--- src/rtl/imem_loader.sv ---
// imem_loader
// Program loader and run supervisor that sits in front of SingleCycleCPU.
// It receives a byte stream, packs it into little-endian 32-bit words,
// writes those words into instruction memory, and then releases the CPU
// from reset. While the CPU runs it counts cycles until the CPU raises halt.
//
// Ports
//   clk          system clock; all state changes on the rising edge
//   rst          asynchronous, active-low reset
//   start        one-cycle load request; only looked at in IDLE and DONE
//   word_count   number of words to load; captured when start is accepted
//   in_valid     byte-stream valid
//   in_data      byte-stream data
//   in_ready     loader can take a byte (high only in LOAD)
//   mem_we       instruction-memory write strobe, one cycle per word
//   mem_addr     byte address of the write
//   mem_wdata    write data
//   cpu_rst      active-low CPU reset; 0 holds the CPU in reset
//   halt         CPU halt flag
//   busy         high in LOAD, WRITE and RUN
//   done         high in DONE
//   cycles       RUN cycles that sampled halt low (saturating)
//   dbg_state    current FSM state encoding, for observation only
//
// Handshake: a byte is transferred on a rising edge where in_valid and
// in_ready are both high. in_ready is a register derived from the state, so
// it never depends combinationally on in_valid.
module imem_loader #(
    parameter int          AW        = 16,
    parameter logic [31:0] BASE_ADDR = 32'h0000_0000
) (
    input  logic          clk,
    input  logic          rst,
    input  logic          start,
    input  logic [AW-1:0] word_count,
    input  logic          in_valid,
    input  logic [7:0]    in_data,
    output logic          in_ready,
    output logic          mem_we,
    output logic [31:0]   mem_addr,
    output logic [31:0]   mem_wdata,
    output logic          cpu_rst,
    input  logic          halt,
    output logic          busy,
    output logic          done,
    output logic [31:0]   cycles,
    output logic [2:0]    dbg_state
);

    typedef enum logic [2:0] {
        S_IDLE  = 3'd0,
        S_LOAD  = 3'd1,
        S_WRITE = 3'd2,
        S_RUN   = 3'd3,
        S_DONE  = 3'd4
    } state_t;

    state_t        state;
    state_t        state_nx;
    logic [AW-1:0] count_q;
    logic [AW-1:0] word_idx;
    logic [1:0]    byte_idx;
    logic [23:0]   word_buf;
    logic          accept;
    logic          start_ok;
    logic          last_word;
    logic [AW:0]   idx_p1;
    logic [31:0]   idx32;

    assign accept    = in_ready && in_valid;
    assign start_ok  = start && ((state == S_IDLE) || (state == S_DONE));
    // One bit wider so word_count at its maximum value cannot wrap.
    assign idx_p1    = {1'b0, word_idx} + {{AW{1'b0}}, 1'b1};
    assign last_word = (idx_p1 == {1'b0, count_q});
    assign idx32     = 32'(word_idx);
    assign dbg_state = state;

    // Next-state logic
    always_comb begin
        state_nx = state;
        case (state)
            S_IDLE, S_DONE: begin
                if (start) begin
                    state_nx = (word_count != '0) ? S_LOAD : S_RUN;
                end
            end
            S_LOAD: begin
                if (accept && (byte_idx == 2'd3)) begin
                    state_nx = S_WRITE;
                end
            end
            S_WRITE: begin
                state_nx = last_word ? S_RUN : S_LOAD;
            end
            S_RUN: begin
                if (halt) begin
                    state_nx = S_DONE;
                end
            end
            default: state_nx = S_IDLE;
        endcase
    end

    // State register plus registered outputs. The flag outputs are decoded
    // from the next state so they are glitch-free and line up exactly with
    // the state they describe.
    always_ff @(posedge clk or negedge rst) begin
        if (!rst) begin
            state     <= S_IDLE;
            in_ready  <= 1'b0;
            mem_we    <= 1'b0;
            cpu_rst   <= 1'b0;
            busy      <= 1'b0;
            done      <= 1'b0;
            mem_addr  <= 32'h0;
            mem_wdata <= 32'h0;
            cycles    <= 32'h0;
            count_q   <= '0;
            word_idx  <= '0;
            byte_idx  <= 2'd0;
            word_buf  <= 24'h0;
        end else begin
            state    <= state_nx;
            in_ready <= (state_nx == S_LOAD);
            mem_we   <= (state_nx == S_WRITE);
            cpu_rst  <= (state_nx == S_RUN) || (state_nx == S_DONE);
            busy     <= (state_nx == S_LOAD) || (state_nx == S_WRITE) ||
                        (state_nx == S_RUN);
            done     <= (state_nx == S_DONE);

            if (start_ok) begin
                count_q  <= word_count;
                cycles   <= 32'h0;
                byte_idx <= 2'd0;
                word_idx <= '0;
            end

            if (accept) begin
                if (byte_idx == 2'd3) begin
                    // The last byte goes straight into the write data so the
                    // word is ready during the WRITE cycle that follows.
                    mem_wdata <= {in_data, word_buf};
                    mem_addr  <= BASE_ADDR + {idx32[29:0], 2'b00};
                    byte_idx  <= 2'd0;
                end else begin
                    case (byte_idx)
                        2'd0:    word_buf[7:0]   <= in_data;
                        2'd1:    word_buf[15:8]  <= in_data;
                        default: word_buf[23:16] <= in_data;
                    endcase
                    byte_idx <= byte_idx + 2'd1;
                end
            end

            if (state == S_WRITE) begin
                word_idx <= word_idx + {{(AW-1){1'b0}}, 1'b1};
            end

            if ((state == S_RUN) && !halt && (cycles != 32'hFFFF_FFFF)) begin
                cycles <= cycles + 32'h1;
            end
        end
    end

endmodule
--- config.mk ---
export PLATFORM = sky130hd
export DESIGN_NAME = imem_loader
export DESIGN_NICKNAME = d
export VERILOG_FILES = /design/src/rtl/imem_loader.sv
export SDC_FILE = /design/constraint.sdc
export NUM_CORES = 1
export LEC_CHECK = 0
export ABC_AREA = 1
export ABC_CLOCK_PERIOD_IN_PS = 1750
export BUFFER_PORTS_ARGS = -buffer_cell sky130_fd_sc_hd__buf_2
export CORE_MARGIN = 5
export CORE_UTILIZATION = 40
export CTS_CLUSTER_DIAMETER = 100
export DETAILED_ROUTE_END_ITERATION = 12
export GPL_TIMING_DRIVEN = 0
export SLEW_MARGIN = 20
export SYNTH_ARGS = -nofsm -noshare
export SYNTH_HDL_FRONTEND = slang
export SYNTH_SLANG_ARGS = --single-unit
--- constraint.sdc ---
create_clock -name clk -period 1.75 [get_ports clk]
set_input_delay 0.2625 -clock clk [delete_from_list [all_inputs] [get_ports clk]]
set_output_delay 0.2625 -clock clk [all_outputs]
set_load 0.01 [all_outputs]
# Word level (Yosys, flattened, before mapping)

Cells that the tools add are included.

Bitwise operators: 2
$add $sub $neg: 4
Equality and inequality tests: 12
Multiplexer cells: 13
Reduce and logical (&&, ||, !) cells: 22

Operators by type and width:

| cell                    | number |
|---|---|
| $mux W32                | 2 |
| $add A32 B1 Y32 const B | 1 |
| $mux W16                | 2 |
| $ne A32 B32 Y1 const B  | 1 |
| $add A16 B1 Y17 const B | 1 |
| $eq A17 B16 Y1          | 1 |
| $add A16 B1 Y16 const B | 1 |
| $reduce_bool A16 Y1     | 1 |
| $eq A3 B2 Y1 const B    | 4 |
| $pmux W3 S4             | 1 |
| $mux W2                 | 5 |
| $mux W3                 | 3 |
| $reduce_and A3 Y1       | 3 |
| $eq A3 B1 Y1 const B    | 2 |
| $eq A3 B3 Y1 const B    | 2 |
| $reduce_bool A2 Y1      | 3 |
| $logic_and A1 B1 Y1     | 5 |
| $logic_or A1 B1 Y1      | 4 |
| $reduce_or A2 Y1        | 2 |
| $logic_not A3 Y1        | 1 |
| $add A2 B1 Y2 const B   | 1 |
| $eq A2 B1 Y1 const B    | 1 |
| $eq A2 B2 Y1 const B    | 1 |
| $logic_not A2 Y1        | 1 |
| 3 further kinds         | 4 |

Word-level logic and storage cells: 68
Input bits: 29
Output and inout bits: 104
Register bits after elaboration: 146

# Longest topological paths before layout

Depth after elaboration: 7
Mapped depth: 14
Depth with buffers taken out: 14

# Worst setup path after synthesis

No wires, ideal clock.

Path kind: register -> register
Start point: register cycles[0]
End point: register cycles[29]
Arrival: 1.790 ns
Path slack: -0.159 ns
Stages on the path, launching flop included: 15
Data required time: 1.631 ns
Setup time: 0.119 ns
Buffers on the path: 2
Clock period less this slack: 1.909 ns
Cell sequence: dfrtp_1 -> ha_1 -> nand2_1 -> nor2_4 -> nand3_2 -> nor2_2 -> inv_2 -> nor2_4 -> nand2_1 -> nand2_2 -> inv_2 -> buf_6 -> buf_6 -> nand3_1 -> o21ai_2

Word-level cells in the longest chain between the ends: 3
Elaborated cells between the ends (all ways): 5
Classes of those cells: 1 x add/sub; 1 x eq/ne; 1 x mux; 2 x reduce/logical

Ends and longest elaborated chain:

| item                                                                    | RTL line | source |
|---|---|---|
| start: declaration                                                      | 46       | `output logic [31:0] cycles,` |
| start signal: assignment                                                | 160      | `cycles <= cycles + 32'h1;` |
| parallel branches: the longest is 3 deep, another holds $add A32 B1 Y32 | n/a      |  |

Parallel ways; which one is timed is not known.
A chain may end at the register's enable or synchronous reset.

# Worst setup path in the final report

Start point: register cycles[0]
End point: register cycles[15]

Same word-level chain as after synthesis.

==> flow_summary.json <==
{
  "status": "finished with violations",
  "violations": "negative setup slack",
  "skew_ns": 0.0160,
  "slowest_stage": "dfrtp_1",
  "htreeDepth": 4,
  "dr.pass1.iters": 5,
  "nets": 1081,
  "wire_per_inst_um": 15.8,
  "placed_cell_area_sq_um": 8160,
  "yosysWarningCount": 0,
  "tns_ns": -5.38,
  "rr_worst_depth": 14,
  "dpl.cell_count": 1215,
  "drt-initial-drc-count": 490,
  "cp.required_ns": 2.10,
  "critPathKind": "reg2reg",
  "port_buffers": 116,
  "p_clk_share_pct": 30.3,
  "grt_usage_pct": 19.7,
  "synth_edf_count": 0,
  "drive_above_1_share_pct": 33.2,
  "syn-instance-count": 854,
  "critPathMaxStageDelay_ns": 0.37,
  "ys_seq_elements": 146,
  "combPwrFrac_pct": 28.1,
  "p_int_uw": 7900,
  "synth_ff_type": "dfrtp_1",
  "synth-async-reset-ratio_pct": 100,
  "fin_crit_ns": 1.95,
  "grt_max_degree": 85,
  "maxSlewViolCount": 0,
  "power_switching_uw": 4160,
  "finalHoldViolations": 0,
  "critPathArrivalTime_ns": 2.30,
  "synthDistinctLibCells": 37,
  "max_cap_viol_count": 0,
  "cp_max_fo": 6,
  "period_share_pct": 112,
  "slew_headroom_pct": 58.7,
  "cts_root_buffer": "clkbuf_16",
  "dieWidth_um": 144,
  "via_per_inst": 5.01,
  "netlist_area_sq_um": 7190,
  "diodes": 0,
  "start_util_pct": 40.3,
  "rsz0062_at_grt": "yes",
  "clockBufferDepth": 2,
  "clock_latency_ns": 0.43,
  "holdCritPathClass": "in2reg",
  "num_vias": 6458,
  "pre_cts_slack_ns": -0.455,
  "clock_sinks": 146,
  "ant_nets": 0,
  "grt_pass1_wl_um": 31800,
  "cts_tree": "built",
  "crit_path_end_kind": "register",
  "swShare_pct": 34.5,
  "setup_viol": 36,
  "worst_slew_pin_slew_ns": 0.619,
  "p_leak_uw": 0.00468,
  "dp_hpwl_um": 14200,
  "ys_seq_area_share_pct": 50.8,
  "setup_slack_ns": -0.204,
  "crit_chain": "ha_2 -> nand2_4 -> nor2_4 -> nand3_4 -> nor2_4 -> inv_2 -> nor2_4 -> nand2_1 -> nand2_2 -> inv_2 -> nor2_4 -> clkinv_4 -> buf_6 -> o22ai_1",
  "row_count": 49,
  "drt_wl_total_um": 20300,
  "numCtsBuffers": 17,
  "ios": 133,
  "dieArea_sq_um": 20800,
  "hold_depth": 3,
  "avgSynthCellArea_sq_um": 8.42,
  "final_cell_count_no_fill": 1288,
  "core-area_sq_um": 17800,
  "design_area_sq_um": 9560,
  "finalWeightedCongestion": 0.883,
  "overflow": 0,
  "area_growth_pct": 32.9,
  "path_clk_slew_ns": 0.07,
  "cp_common_cell": "nor2_4",
  "p_per_area_nw_per_um2": 1260,
  "p_seq_share_pct": 41.6,
  "fmax_mhz": 512,
  "vdd.ir_drop.worst_mv": 0.759,
  "start_kind": "register",
  "total_power_uw": 12100,
  "die_h_um": 144,
  "drc": 0,
  "grt_pass1_vias": 6011,
  "antenna_found_initial": 0
}
-- worst paths after layout --
path                            slack, ns                    start                 endpoint
worst max-delay path                -0.20    cycles[0]$_DFFE_PN0P_   cycles[15]$_DFFE_PN0P_
worst min-delay path                 0.04            word_count[4]   count_q[4]$_DFFE_PN0P_
worst max register to register      -0.20    cycles[0]$_DFFE_PN0P_   cycles[15]$_DFFE_PN0P_
worst min register to register       0.48  word_buf[3]$_DFFE_PN0P_  word_buf[3]$_DFFE_PN0P_
max in group asynchronous            0.58                      rst  word_idx[5]$_DFFE_PN0P_
min in group asynchronous            0.35                      rst   cycles[22]$_DFFE_PN0P_
-- layout make-up --
type / instances / area, sq um
Buffer: 38 / 295
Clock buffer: 17 / 425
Clock inverter: 15 / 163
Fill cell: 1637 / 8280
Inverter: 97 / 372
Multi-Input combinational cell: 589 / 3350
Sequential cell: 146 / 3660
Tap cell: 229 / 287
Timing Repair Buffer: 157 / 1000
-- flip-flops by register name, summed over array words and instances, names as in the netlist --
register / cells
cycles: 32
mem_wdata: 32
word_buf: 24
count_q: 16
mem_addr: 16
word_idx: 16
dbg_state: 3
byte_idx: 2
busy: 1
cpu_rst: 1
done: 1
in_ready: 1
mem_we: 1
-- cell families (layout without fill, tap and decap cells) --
family | count (synthesis) | in the layout | synth area share, %
other | 1 | 16 | 0.0521
XOR/XNOR | 13 | 13 | 1.58
multiplexers | 24 | 24 | 3.76
flip-flops | 146 | 146 | 50.8
AND/OR/NAND/NOR | 418 | 419 | 25.5
buffers and inverters | 135 | 324 | 8.39
AO/OA/AOI/OAI | 111 | 111 | 8.84
adder cells (fa/ha/maj) | 6 | 6 | 1.04
-- Yosys cell counts (3+ instances only) --
master,instances,area [sq um]
buf_4,17,128
buf_6,4,45.0
clkbuf_1,13,48.8
dfrtp_1,146,3650
ha_1,6,75.1
inv_1,91,342
inv_2,5,18.8
mux2_2,24,270
nand2_1,243,912
nand3_1,58,290
nand3b_1,4,30.0
nand4_1,23,144
nor2_1,44,165
nor2_2,3,18.8
nor2_4,4,45.0
nor3_1,18,90.1
nor4_1,7,43.8
o21ai_0,69,345
o21ai_2,10,87.6
o22ai_1,25,156
or2_2,8,50.1
xor2_1,12,105
-- metal layers --
layer	GRT usage, %	up-vias	part of all wire (%)
li1	-	3168	-
met1	26.3	3063	44
met2	32.9	199	50
met5	0	-	0
met4	5.75	0	1.6
met3	3.80	28	5.1
-- power by group through the flow --
stage	Clock, uW	Sequential (uW)	Combinational, uW
finish	3660	5020	3390
global route	3890	5160	3800
CTS	3720	5020	3300
detailed placement	0	5080	3040
global placement	0	5060	2980
floorplan	0	5190	1610
-- placed cells by master, fill, tap and decap left out, drive strengths merged --
cell	n
nand2	244
buf	180
dfrtp	146
inv	106
o21ai	81
nand3	59
nor2	52
clkbuf	31
o22ai	25
mux2	24
nand4	23
nor3	19
conb	16
xor2	12
or2	8
nor4	7
ha	6
nand3b	4
clkinvlp	4
o211ai	2
nor3b	2
xnor2	1
and2	1
clkinv	1
o31ai	1
a22o	1
a21oi	1
bufinv	1
dlygate4sd3	1
-- critical path: cells and delay by family, from the launching register on --
kind            cells  cell delay (ns)
compound gates      1             0.11
fa+ha+maj           1             0.22
buf+inv             4             0.42
flops               1             0.37
simple gates        8             0.76
-- stage by stage --
step           utilization, %  hold WS (ns)
3_3_place_gp             45.6         0.467
2_1_floorplan               -       -0.0331
5_1_grt                  53.6        0.0285
3_5_place_dp             45.8         0.228
6_report                 53.6        0.0446
4_1_cts                  51.9        0.0286
-- repair_timing --
action	4_1_cts	5_1_grt
hold endpoints to repair	62	0
hold buffers	1	0
setup endpoints to repair	105	67
gates cloned	4	1
setup buffers	24	14
pin swaps	20	22
gates resized for setup	71	62
Note: power is estimated with default switching activity, not from simulation.
